`src/rtl/video_address_sequencer.sv`:
```
`default_nettype none
// ============================================================================
//  Module   : video_address_sequencer
//  Brief    : Viewport video RAM address, byte/row-repeat and alpha-row
//             sequencer driven by line/frame/fetch strobes.
//  Revision : 1.0  initial release
// ============================================================================
module video_address_sequencer #(
  parameter int          ADDR_W       = 13,
  parameter int unsigned BASE_ADDR    = 0,
  parameter int          ACTIVE_LINES = 192,
  parameter int          ALPHA_ROWS   = 12
) (
  input  logic              clk,
  input  logic              reset,
  input  logic              frame_start,
  input  logic              line_start,
  input  logic              fetch,
  input  logic              wide,
  input  logic [1:0]        repeat_sel,
  output logic [ADDR_W-1:0] DA,
  output logic [3:0]        alpha_row,
  output logic              rp,
  output logic              line_done,
  output logic              frame_done,
  output logic              overrun
);

  localparam int              c_lc_w   = $clog2(ACTIVE_LINES + 1);
  localparam logic [ADDR_W-1:0] c_base = ADDR_W'(BASE_ADDR);
  localparam logic [c_lc_w-1:0] c_last_line = c_lc_w'(ACTIVE_LINES - 1);
  localparam logic [3:0]        c_last_row  = 4'(ALPHA_ROWS - 1);

  typedef enum logic [1:0] {
    S_WAIT_LINE = 2'd0,
    S_FETCH     = 2'd1,
    S_LINE_END  = 2'd2,
    S_DONE      = 2'd3
  } state_t;

  state_t              state_q;
  logic [ADDR_W-1:0]   da_q;
  logic [ADDR_W-1:0]   line_base_q;
  logic [5:0]          byte_cnt_q;
  logic [5:0]          bytes_q;
  logic [3:0]          rep_q;
  logic [3:0]          rep_cnt_q;
  logic [c_lc_w-1:0]   line_cnt_q;
  logic [3:0]          alpha_row_q;
  logic                rp_q;
  logic                line_done_q;
  logic                frame_done_q;
  logic                overrun_q;

  logic [5:0]          bytes_d;
  logic [3:0]          rep_d;

  // Line mode decoded from the live inputs; only sampled on line_start.
  always_comb begin
    bytes_d = wide ? 6'd32 : 6'd16;
    unique case (repeat_sel)
      2'd0:    rep_d = 4'd1;
      2'd1:    rep_d = 4'd2;
      2'd2:    rep_d = 4'd3;
      default: rep_d = 4'd12;
    endcase
  end

  always_ff @(posedge clk) begin
    if (reset) begin
      state_q      <= S_DONE;
      da_q         <= c_base;
      line_base_q  <= c_base;
      byte_cnt_q   <= '0;
      bytes_q      <= 6'd16;
      rep_q        <= 4'd1;
      rep_cnt_q    <= '0;
      line_cnt_q   <= '0;
      alpha_row_q  <= '0;
      rp_q         <= 1'b0;
      line_done_q  <= 1'b0;
      frame_done_q <= 1'b0;
      overrun_q    <= 1'b0;
    end else begin
      rp_q         <= 1'b0;
      line_done_q  <= 1'b0;
      frame_done_q <= 1'b0;
      if (frame_start) begin
        state_q     <= S_WAIT_LINE;
        da_q        <= c_base;
        line_base_q <= c_base;
        byte_cnt_q  <= '0;
        rep_cnt_q   <= '0;
        line_cnt_q  <= '0;
        alpha_row_q <= '0;
        overrun_q   <= 1'b0;
      end else begin
        unique case (state_q)
          S_WAIT_LINE: begin
            if (line_start) begin
              bytes_q    <= bytes_d;
              rep_q      <= rep_d;
              da_q       <= line_base_q;
              byte_cnt_q <= '0;
              state_q    <= S_FETCH;
            end
          end
          S_FETCH: begin
            // A premature line_start restarts the line rather than counting it.
            if (line_start) begin
              overrun_q  <= 1'b1;
              bytes_q    <= bytes_d;
              rep_q      <= rep_d;
              da_q       <= line_base_q;
              byte_cnt_q <= '0;
            end else if (fetch) begin
              da_q       <= da_q + ADDR_W'(1);
              byte_cnt_q <= byte_cnt_q + 6'd1;
              if (byte_cnt_q == bytes_q - 6'd1) begin
                state_q <= S_LINE_END;
              end
            end
          end
          S_LINE_END: begin
            line_done_q <= 1'b1;
            line_cnt_q  <= line_cnt_q + c_lc_w'(1);
            // >= covers a smaller repeat factor latched after a larger one.
            if (rep_cnt_q >= rep_q - 4'd1) begin
              rep_cnt_q   <= '0;
              line_base_q <= da_q;
            end else begin
              rep_cnt_q <= rep_cnt_q + 4'd1;
              da_q      <= line_base_q;
            end
            if (alpha_row_q == c_last_row) begin
              alpha_row_q <= '0;
              rp_q        <= 1'b1;
            end else begin
              alpha_row_q <= alpha_row_q + 4'd1;
            end
            if (line_cnt_q == c_last_line) begin
              frame_done_q <= 1'b1;
              state_q      <= S_DONE;
            end else begin
              state_q <= S_WAIT_LINE;
            end
          end
          default: begin
          end
        endcase
      end
    end
  end

  assign DA         = da_q;
  assign alpha_row  = alpha_row_q;
  assign rp         = rp_q;
  assign line_done  = line_done_q;
  assign frame_done = frame_done_q;
  assign overrun    = overrun_q;

endmodule
`default_nettype wire

```
`config.mk`:
```
export PLATFORM = sky130hd
export DESIGN_NAME = video_address_sequencer
export DESIGN_NICKNAME = d
export VERILOG_FILES = /design/src/rtl/video_address_sequencer.sv
export SDC_FILE = /design/constraint.sdc
export NUM_CORES = 1
export LEC_CHECK = 0
export ABC_AREA = 1
export CORE_MARGIN = 2
export CORE_UTILIZATION = 30
export CTS_BUF_LIST = sky130_fd_sc_hd__clkbuf_16
export DETAILED_ROUTE_END_ITERATION = 12
export PLACE_DENSITY_LB_ADDON = 0.2
export SKIP_CTS_REPAIR_TIMING = 1
export SYNTH_ARGS = -nofsm -noshare
export SYNTH_HDL_FRONTEND = slang
export SYNTH_SLANG_ARGS = --single-unit
```
`constraint.sdc`:
```
create_clock -name clk -period 2.3 [get_ports clk]
set_input_delay 0.345 -clock clk [delete_from_list [all_inputs] [get_ports clk]]
set_output_delay 0.345 -clock clk [all_outputs]
set_load 0.005 [all_outputs]
```
[Word level (Yosys, flattened, before mapping)]
Cells that the tools add are included.
Cells by class
  magnitude comparators: 1
  muxes and demuxes: 23
  shifts and indexed selects: 0
  divide/modulo/power cells: 0
  $mul: 0
  add/subtract/negate cells: 7
  bitwise operators: 2
  reduce and logical (&&, ||, !) cells: 13
  equality and inequality tests: 13
Operator list (number)
  13-bit 2-to-1 mux: 4
  13-bit one-hot mux with 3 select lines: 1
  6-bit 2-to-1 mux: 4
  3-bit inequality test, second input constant: 5
  13-bit by 1-bit adder with 13-bit output, second input constant: 1
  2-bit 2-to-1 mux: 6
  4-bit one-hot mux with 3 select lines: 1
  6-bit one-hot mux with 2 select lines: 1
  3-bit AND reduction: 3
  4-bit by 1-bit adder with 4-bit output, second input constant: 2
  8-bit by 1-bit adder with 8-bit output, second input constant: 1
  8-bit equality test, second input constant: 1
  4-bit 2-to-1 mux: 2
  6-bit by 1-bit adder with 6-bit output, second input constant: 1
  6-bit equality test: 1
  2-bit one-hot mux with 3 select lines: 1
  6-bit by 1-bit subtractor with 6-bit output, second input constant: 1
  5-bit AND reduction: 1
  2-bit by 1-bit equality test with 1-bit output, second input constant: 2
  2-bit equality test, second input constant: 2
  4-bit equality test, second input constant: 1
  4-bit >= comparator: 1
  2-bit zero test: 2
  4-bit nonzero test: 1
  9 further kinds: 13
Word-level totals
  flip-flop bits (word level): 64
  bits in writable memories: 0
  memory bits (read-only): 0
  logic and storage cells: 72
  memories kept: 0
  bits in latches: 0

[Logic depth before layout (Yosys ltp)]
Gate-level depths: netlist (run 1).
  word-level depth: 7
  gate-level depth with buffers: 14
  mapped depth without buffers: 13

[Worst setup path after synthesis (run 1)]
OpenSTA, ideal clock, no wires.
  path type: reg2reg
  start point: reg rep_q[0]
  end point: reg da_q[3] (netlist: DA[3])
  data required time: 2.168 ns
  buffers on the path: 1
  path slack: 0.412 ns
  arrival: 1.755 ns
  clock period less this slack: 1.888 ns
  cell stages (with the launch flop): 15
  library setup time: 0.132 ns
  cell sequence: dfxtp_1 inv_1 ha_1 xnor2_1 ha_1 nand2_1 inv_1 nand2_1 nand3_1 buf_2 nand2_1 nand3_1 nand3_1 nand2_1 a21oi_1
On the way
  longest elaborated chain between the ends: 4
Ends and longest elaborated chain
  start, declared: RTL line 46  | logic [3:0] rep_q;
  start signal, assigned: RTL line 102  | rep_q <= rep_d;
  start signal, assigned: RTL line 113  | rep_q <= rep_d;
  4-bit by 1-bit subtractor with 4-bit output: RTL line 128  | if (rep_cnt_q >= rep_q - 4'd1) begin
  4-bit >= comparator: RTL line 128
  13-bit 2-to-1 mux
  13-bit one-hot mux with 3 select lines
  end signal, assigned: RTL line 114  | da_q <= line_base_q;
  end signal, assigned: RTL line 117  | da_q <= da_q + ADDR_W'(1);
  end signal, assigned: RTL line 133  | da_q <= line_base_q;
  end, declared: RTL line 42  | logic [ADDR_W-1:0] da_q;
No other way between the ends.
A chain may end at the register's enable or synchronous reset.

[Worst setup path after layout (run 1)]
  start point: reg rep_q[0]
  end point: reg da_q[5] (netlist: DA[5])
Same word-level chain as after synthesis.

==> metrics.yaml, run 1 <==
outcome:
  status: "completed"
setup_path:
  crit_type: "register to register"
  path_common_cell: "nand2_1"
  end_kind: "register"
  start_kind: "register"
  cp_max_fo: 14
  ff2ff_path_depth: 14
  cp_cell_sequence: "inv_1 -> ha_1 -> xnor2_1 -> ha_1 -> nand2_1 -> inv_1 -> nand2_1 -> nand3_1 -> buf_4 -> nand2_1 -> nand3_1 -> nand3_1 -> nand2_1 -> a21oi_1"
  arrival_ps: 2170
  slowest_stage: "dfxtp_1"
  worstPathRequired_ps: 2500
  cp_slowest_stage_delay_ps: 300
timing:
  setup_viol: 0
  final.setup_skew_ps: 7.33
  post-route-min-period_ps: 1970
  rsz0062_at_grt: "false"
  max_freq_mhz: 508
  slew_viol_final: 0
  fin_crit_sh_pct: 85.6
  setup_slack_ps: 332
  finalHoldViolations: 0
  tightestPinTransition_ps: 501
  max_slew_margin_pct: 66.5
  fin_tns_setup_ps: 0
floorplanning:
  core_um2: 10900
  floorplan.initialDensity_pct: 31.1
  die-area_um2: 12200
  rows: 38
  die_x_um: 111
  io_pins: 29
  die_y_um: 111
detailed_routing:
  viasPerCell: 4.89
  dr_wl_met3_um: 399
  antenna_left: 0
  drt_iter0_markers: 147
  postRouteWirelength_um: 8840
  wl_per_cell_um: 12.9
  drc_errors: 0
  met1Wirelength_um: 4300
  dr_total_vias: 3337
  highest_layer: "met4"
  first_pass_iters: 5
  wl_met2_um: 3980
run:
  cap_viol_max_count: 0
placed_design:
  dp_hpwl_um: 6110
  place_ws_ps: 259
  gp_congestion: 0.832
  io_buffers: 28
yosys:
  ys.flop_type: "dfxtp_1"
  synth_most_common_cell: "nand2_1"
  synth_simple_gate_area_share_pct: 29.3
  synth_cells: 506
  ys_async_sr_fraction_pct: 0
  postSynthAreaPerCell_um2: 6.73
  synth_nets: 531
  synth_compound_area_share_pct: 17.5
  ys_warn_count: 0
  netlist_area_um2: 3400
  synth-edff-count: 0
  synth_mux_area_share_pct: 0
  synthTopCellsByArea: "dfxtp_1, nand2_1, a21oi_1"
  synth_cell_type_count: 34
  synth_top_family_by_area: "simple AND/OR/NAND/NOR gates"
  yosys.area.top_type: "dfxtp_1"
  ys_seq_area_share_pct: 34.7
  synth_top_cells_by_count: "nand2_1, inv_1, dfxtp_1, a21oi_1, nand3_1"
  synth_top_area_share_pct: 34.7
  synth-adder-area-share_pct: 6.25
  synth.ff_latch_count: 59
  synth_xor_area_share_pct: 1.29
finish:
  layout-area-overhead-vs-synth_pct: 21.5
  multi_input_area_um2: 1850
  fillerInstances: 1178
  diodes: 0
  drive_gt1_share_pct: 7.73
  nNetsFinal: 564
  regArea_um2: 1180
cts:
  max-clock-path-buffers: 2
  root_buffer: "clkbuf_16"
  cts_buffers: 9
  insertion_delay_ps: 330
  clk_pin_slew_ps: 50
  cts_tree: "done"
  cts_max_level: 3
  cts_num_sinks: 59
global_route:
  gr-usage-all-layers_pct: 15.4
  grt_pass1_wl_um: 15300
  grt-ovfl-total: 0
  grt_pass1_vias: 3232
  antenna_found_initial: 0
  grt_start_max_net_pins: 26
hold_path:
  min-delay-path-class: "register to register"
  hold_depth: 2
power_and_ir_drop:
  p_per_area_nw_per_um2: 830
  power_leakage_nw: 1.64
  ir_drop_mv: 0.309
sequential cells by signal, summed over array words and instances (netlist names), 2 cells and up:
name / count
DA: 13
rep_cnt_q: 4
bytes_q: 2
byte_cnt_q: 6
state_q: 2
rep_q: 3
line_cnt_q: 8
alpha_row: 4
line_base_q: 13
cell families after synthesis:
group                      after synthesis
adders and majority gates               17
buffers and inverters                   94
AOI/OAI and AO/OA                      107
and+or+nand+nor                        224
xor gates and xnor gates                 5
DFF                                     59
power by group:
group | internal [W] | switching, W
logic | 0.000379 | 0.000661
clock network | 0.000811 | 0.000451
registers | 0.00108 | 0.0000551
worst paths after layout:
| kind | start | slack, ps | to |
|---|---|---|---|
| setup / recovery | rep_q[0] | 330 | DA[5] |
| hold / removal | line_base_q[7] | 460 | line_base_q[7] |
| setup reg to reg | rep_q[0] | 330 | DA[5] |
| hold reg to reg | line_base_q[7] | 460 | line_base_q[7] |
cell usage in the layout, fill, tap and decap left out, drive strengths merged:
| master | Yosys | final |
|---|---|---|
| nand2 | 113 | 113 |
| inv | 76 | 77 |
| a21oi | 65 | 65 |
| dfxtp | 59 | 59 |
| nand3 | 44 | 44 |
| nor2 | 38 | 38 |
| o21ai | 30 | 30 |
| clkdlybuf4s50 | 0 | 28 |
| nand4 | 19 | 19 |
| ha | 17 | 17 |
| buf | 11 | 12 |
| clkbuf | 7 | 9 |
| nor3 | 7 | 7 |
| a211oi | 4 | 4 |
| clkinv | 0 | 4 |
| xnor2 | 3 | 3 |
| xor2 | 2 | 2 |
| o211ai | 2 | 2 |
| a22oi | 2 | 2 |
| o21bai | 1 | 1 |
| a31oi | 1 | 1 |
| nor4 | 1 | 1 |
| o211a | 1 | 1 |
| nor3b | 1 | 1 |
| o21a | 1 | 1 |
| nand3b | 1 | 1 |
| bufinv | 0 | 1 |
layout make-up:
| type | count | share of cell area (%) |
|---|---|---|
| multi-input cells | 353 | 44.7 |
| flip-flops and latches | 59 | 28.6 |
| clock buffers | 9 | 5.44 |
| repair buffers | 40 | 8.95 |
| clock inverters | 6 | 1.18 |
| inverters | 76 | 6.90 |
| well taps | 140 | 4.23 |
stage by stage:
stage | util, % | cell area [um2] | power (W) | instances | hold WS (ps)
3_3_place_gp | 35.3 | 3860 | 0.00218 | 668 | 455
5_1_grt | 37.8 | 4140 | 0.00368 | 683 | 480
4_1_cts | 37.8 | 4140 | 0.00349 | 683 | 464
2_1_floorplan | - | 3400 | 0.00188 | 506 | 414
3_5_place_dp | 35.3 | 3860 | 0.00220 | 668 | 456
6_report | 37.8 | 4140 | 0.00344 | 683 | 462
worst max-delay path: cells and delay by family (launching register included):
| family | cells | cell delay (ps) |
|---|---|---|
| buffers and inverters | 3 | 360 |
| xor gates and xnor gates | 1 | 120 |
| AOI/OAI and AO/OA | 1 | 50 |
| and+or+nand+nor | 7 | 500 |
| adders and majority gates | 2 | 490 |
| DFF | 1 | 300 |
layer usage:
| layer | vias up | GRT usage (%) |
|---|---|---|
| met5 | - | 0 |
| li1 | 1732 | - |
| met2 | 62 | 25.0 |
| met4 | 0 | 6.00 |
| met1 | 1531 | 19.6 |
| met3 | 12 | 3.79 |
(Power assumes the default switching activity.)
==> inputs of run 2 (changes only) <==
- CORE_UTILIZATION: 30 -> 40
==> metrics.yaml, run 2 (synthesis results as in run 1) <==
timing:
  fin_crit_sh_pct: 86.2  # was 85.6%
  max_freq_mhz: 505  # was 508 MHz
  tightestPinTransition_ps: 475  # was 501 ps
  post-route-min-period_ps: 1980  # was 1970 ps
  rsz0062_at_grt: "false"  # unchanged
  final.setup_skew_ps: 3.11  # was 7.33 ps
  max_slew_margin_pct: 68.3  # was 66.5%
  setup_viol: 0  # unchanged
  fin_tns_setup_ps: 0  # unchanged
  finalHoldViolations: 0  # unchanged
  slew_viol_final: 0  # unchanged
detailed_routing:
  postRouteWirelength_um: 8660  # was 8840 um
  dr_total_vias: 3382  # was 3337
  viasPerCell: 5.22  # was 4.89
  drc_errors: 0  # unchanged
  drt_iter0_markers: 212  # was 147
  antenna_left: 0  # unchanged
  first_pass_iters: 5  # unchanged
  wl_per_cell_um: 13.4  # was 12.9 um
finish:
  nNetsFinal: 563  # was 564
  diodes: 0  # unchanged
  fin_area_um2: 4160  # was 4140 um2
  final_cell_mix: "nand2_1, inv_1, dfxtp_1"  # unchanged
  fillerInstances: 797  # was 1178
  fin_util_pct: 50.6  # was 37.8%
  layout_commonest_cell: "nand2_1"  # unchanged
  drive_gt1_share_pct: 8.10  # was 7.73%
  layout-area-overhead-vs-synth_pct: 22.1  # was 21.5%
power_and_ir_drop:
  power.switching_w: 0.00120  # was 0.00117 W
  p_per_area_nw_per_um2: 890  # was 830 nW/um2
  power_leakage_nw: 1.67  # was 1.64 nW
  clkPwrFrac_pct: 41.1  # was 36.7%
  seqPwrFrac_pct: 30.6  # was 33.0%
  ir_drop_mv: 0.339  # was 0.309 mV
  p_int_w: 0.00250  # was 0.00227 W
  p_comb_share_pct: 28.3  # was 30.3%
  p_sw_share_pct: 32.4  # was 34.0%
setup_path:
  cp_slowest_stage_delay_ps: 310  # was 300 ps
  end_kind: "register"  # unchanged
  crit_path_start: "rep_q[0]"  # unchanged
  cp_max_fo: 13  # was 14
  worstPathRequired_ps: 2560  # was 2500 ps
  path_common_cell: "nand2_1"  # unchanged
  slowest_stage: "dfxtp_1"  # unchanged
  start_kind: "register"  # unchanged
  r2r_start: "rep_q[0]"  # unchanged
  crit_buf_inv: 3  # unchanged
  arrival_ps: 2240  # was 2170 ps
  crit_type: "register to register"  # unchanged
  critPathTopFamily: "adder cells"  # was simple AND/OR/NAND/NOR gates
  cp_cell_sequence: "inv_1 -> ha_1 -> xnor2_1 -> ha_1 -> nand2_1 -> inv_1 -> nand2_1 -> nand3_1 -> buf_4 -> nand2_1 -> nand3_1 -> o21ai_0 -> nand2_1 -> a21oi_1"  # was inv_1 -> ha_1 -> xnor2_1 -> ha_1 -> nand2_1 -> inv_1 -> nand2_1 -> nand3_1 -> buf_4 -> nand2_1 -> nand3_1 -> nand3_1 -> nand2_1 -> a21oi_1
placed_design:
  placed_area_um2: 3820  # was 3860 um2
  io_buffers: 28  # unchanged
  gp_congestion: 0.880  # was 0.832
  dp_hpwl_um: 5830  # was 6110 um
global_route:
  gr-usage-all-layers_pct: 20.4  # was 15.4%
  grt-ovfl-total: 0  # unchanged
  grt_pass1_wl_um: 14600  # was 15300 um
  grt_start_max_net_pins: 33  # was 26
  antenna_found_initial: 0  # unchanged
  grt_pass1_vias: 3111  # was 3232
floorplanning:
  rows: 33  # was 38
  floorplan.initialDensity_pct: 41.4  # was 31.1%
  io_pins: 29  # unchanged
  core_um2: 8220  # was 10900 um2
  die_x_um: 96.3  # was 111 um
  die_y_um: 96.3  # was 111 um
  die-area_um2: 9270  # was 12200 um2
cts:
  max-clock-path-buffers: 2  # unchanged
  cts_num_sinks: 59  # unchanged
  insertion_delay_ps: 330  # about the same
  clk_pin_slew_ps: 50  # about the same
  root_buffer: "clkbuf_16"  # unchanged
  cts_tree: "done"  # unchanged
  cts_buffers: 9  # unchanged
  cts_max_level: 3  # unchanged
run:
  cap_viol_max_count: 0  # unchanged
hold_path:
  min-delay-start: "line_base_q[10]"  # was line_base_q[7]
  min-delay-path-class: "register to register"  # unchanged
outcome:
  status: "completed"  # unchanged
run 2: layer usage:
| layer | track usage (%) | vias to the layer above | part of all wire [%] |
|---|---|---|---|
| li1 | - | 1738 | - |
| met1 | 24.9 | 1559 | 46 |
| met2 | 34.3 | 67 | 47 |
| met3 | 3.68 | 18 | 4.5 |
| met4 | 9.88 | 0 | 2.4 |
| met5 | 0 | - | 0 |
run 2: worst reg2reg max path, delay by kind of cell (launching register included):
kind                       cells  cell delay [ps]
AOI/OAI and AO/OA              2              220
xor gates and xnor gates       1              130
adders and majority gates      2              490
buffers and inverters          3              320
DFF                            1              310
and+or+nand+nor                6              460
run 2: power groups by stage:
| stage | Combinational (W) | Clock [W] | Sequential [W] |
|---|---|---|---|
| 6_report | 0.00105 | 0.00152 | 0.00113 |
| 3_3_place_gp | 0.00101 | 0 | 0.00115 |
| 5_1_grt | 0.00119 | 0.00158 | 0.00114 |
| 4_1_cts | 0.00103 | 0.00154 | 0.00113 |
| 3_5_place_dp | 0.00103 | 0 | 0.00115 |
| 2_1_floorplan | 0.000744 | 0 | 0.00114 |
run 2: metrics by stage:
step	power [W]	hold WS (ps)	instances	worst slack (ps)
6_report	0.00370	466	648	318
5_1_grt	0.00391	476	648	103
4_1_cts	0.00371	466	648	301
3_5_place_dp	0.00218	457	632	267
3_3_place_gp	0.00216	454	632	339
2_1_floorplan	0.00188	414	506	412
run 2: area by class of cell:
type / instances / area (um2) / share of cell area [%]
Multi-Input combinational cell: 353 / 1850 / 44.5
Sequential cell: 59 / 1180 / 28.4
Timing Repair Buffer: 39 / 375 / 9.03
Inverter: 76 / 285 / 6.86
Clock buffer: 9 / 225 / 5.42
Tap cell: 105 / 131 / 3.16
Clock inverter: 7 / 109 / 2.62
run 2: path summary, 6_finish.rpt:
kind                                         to  slack (ps)  cells after the start
worst max-delay path                      DA[2]         320                     14
worst max register to register            DA[2]         320                     14
worst min register to register  line_base_q[10]         470                      2
worst min-delay path            line_base_q[10]         470                      2
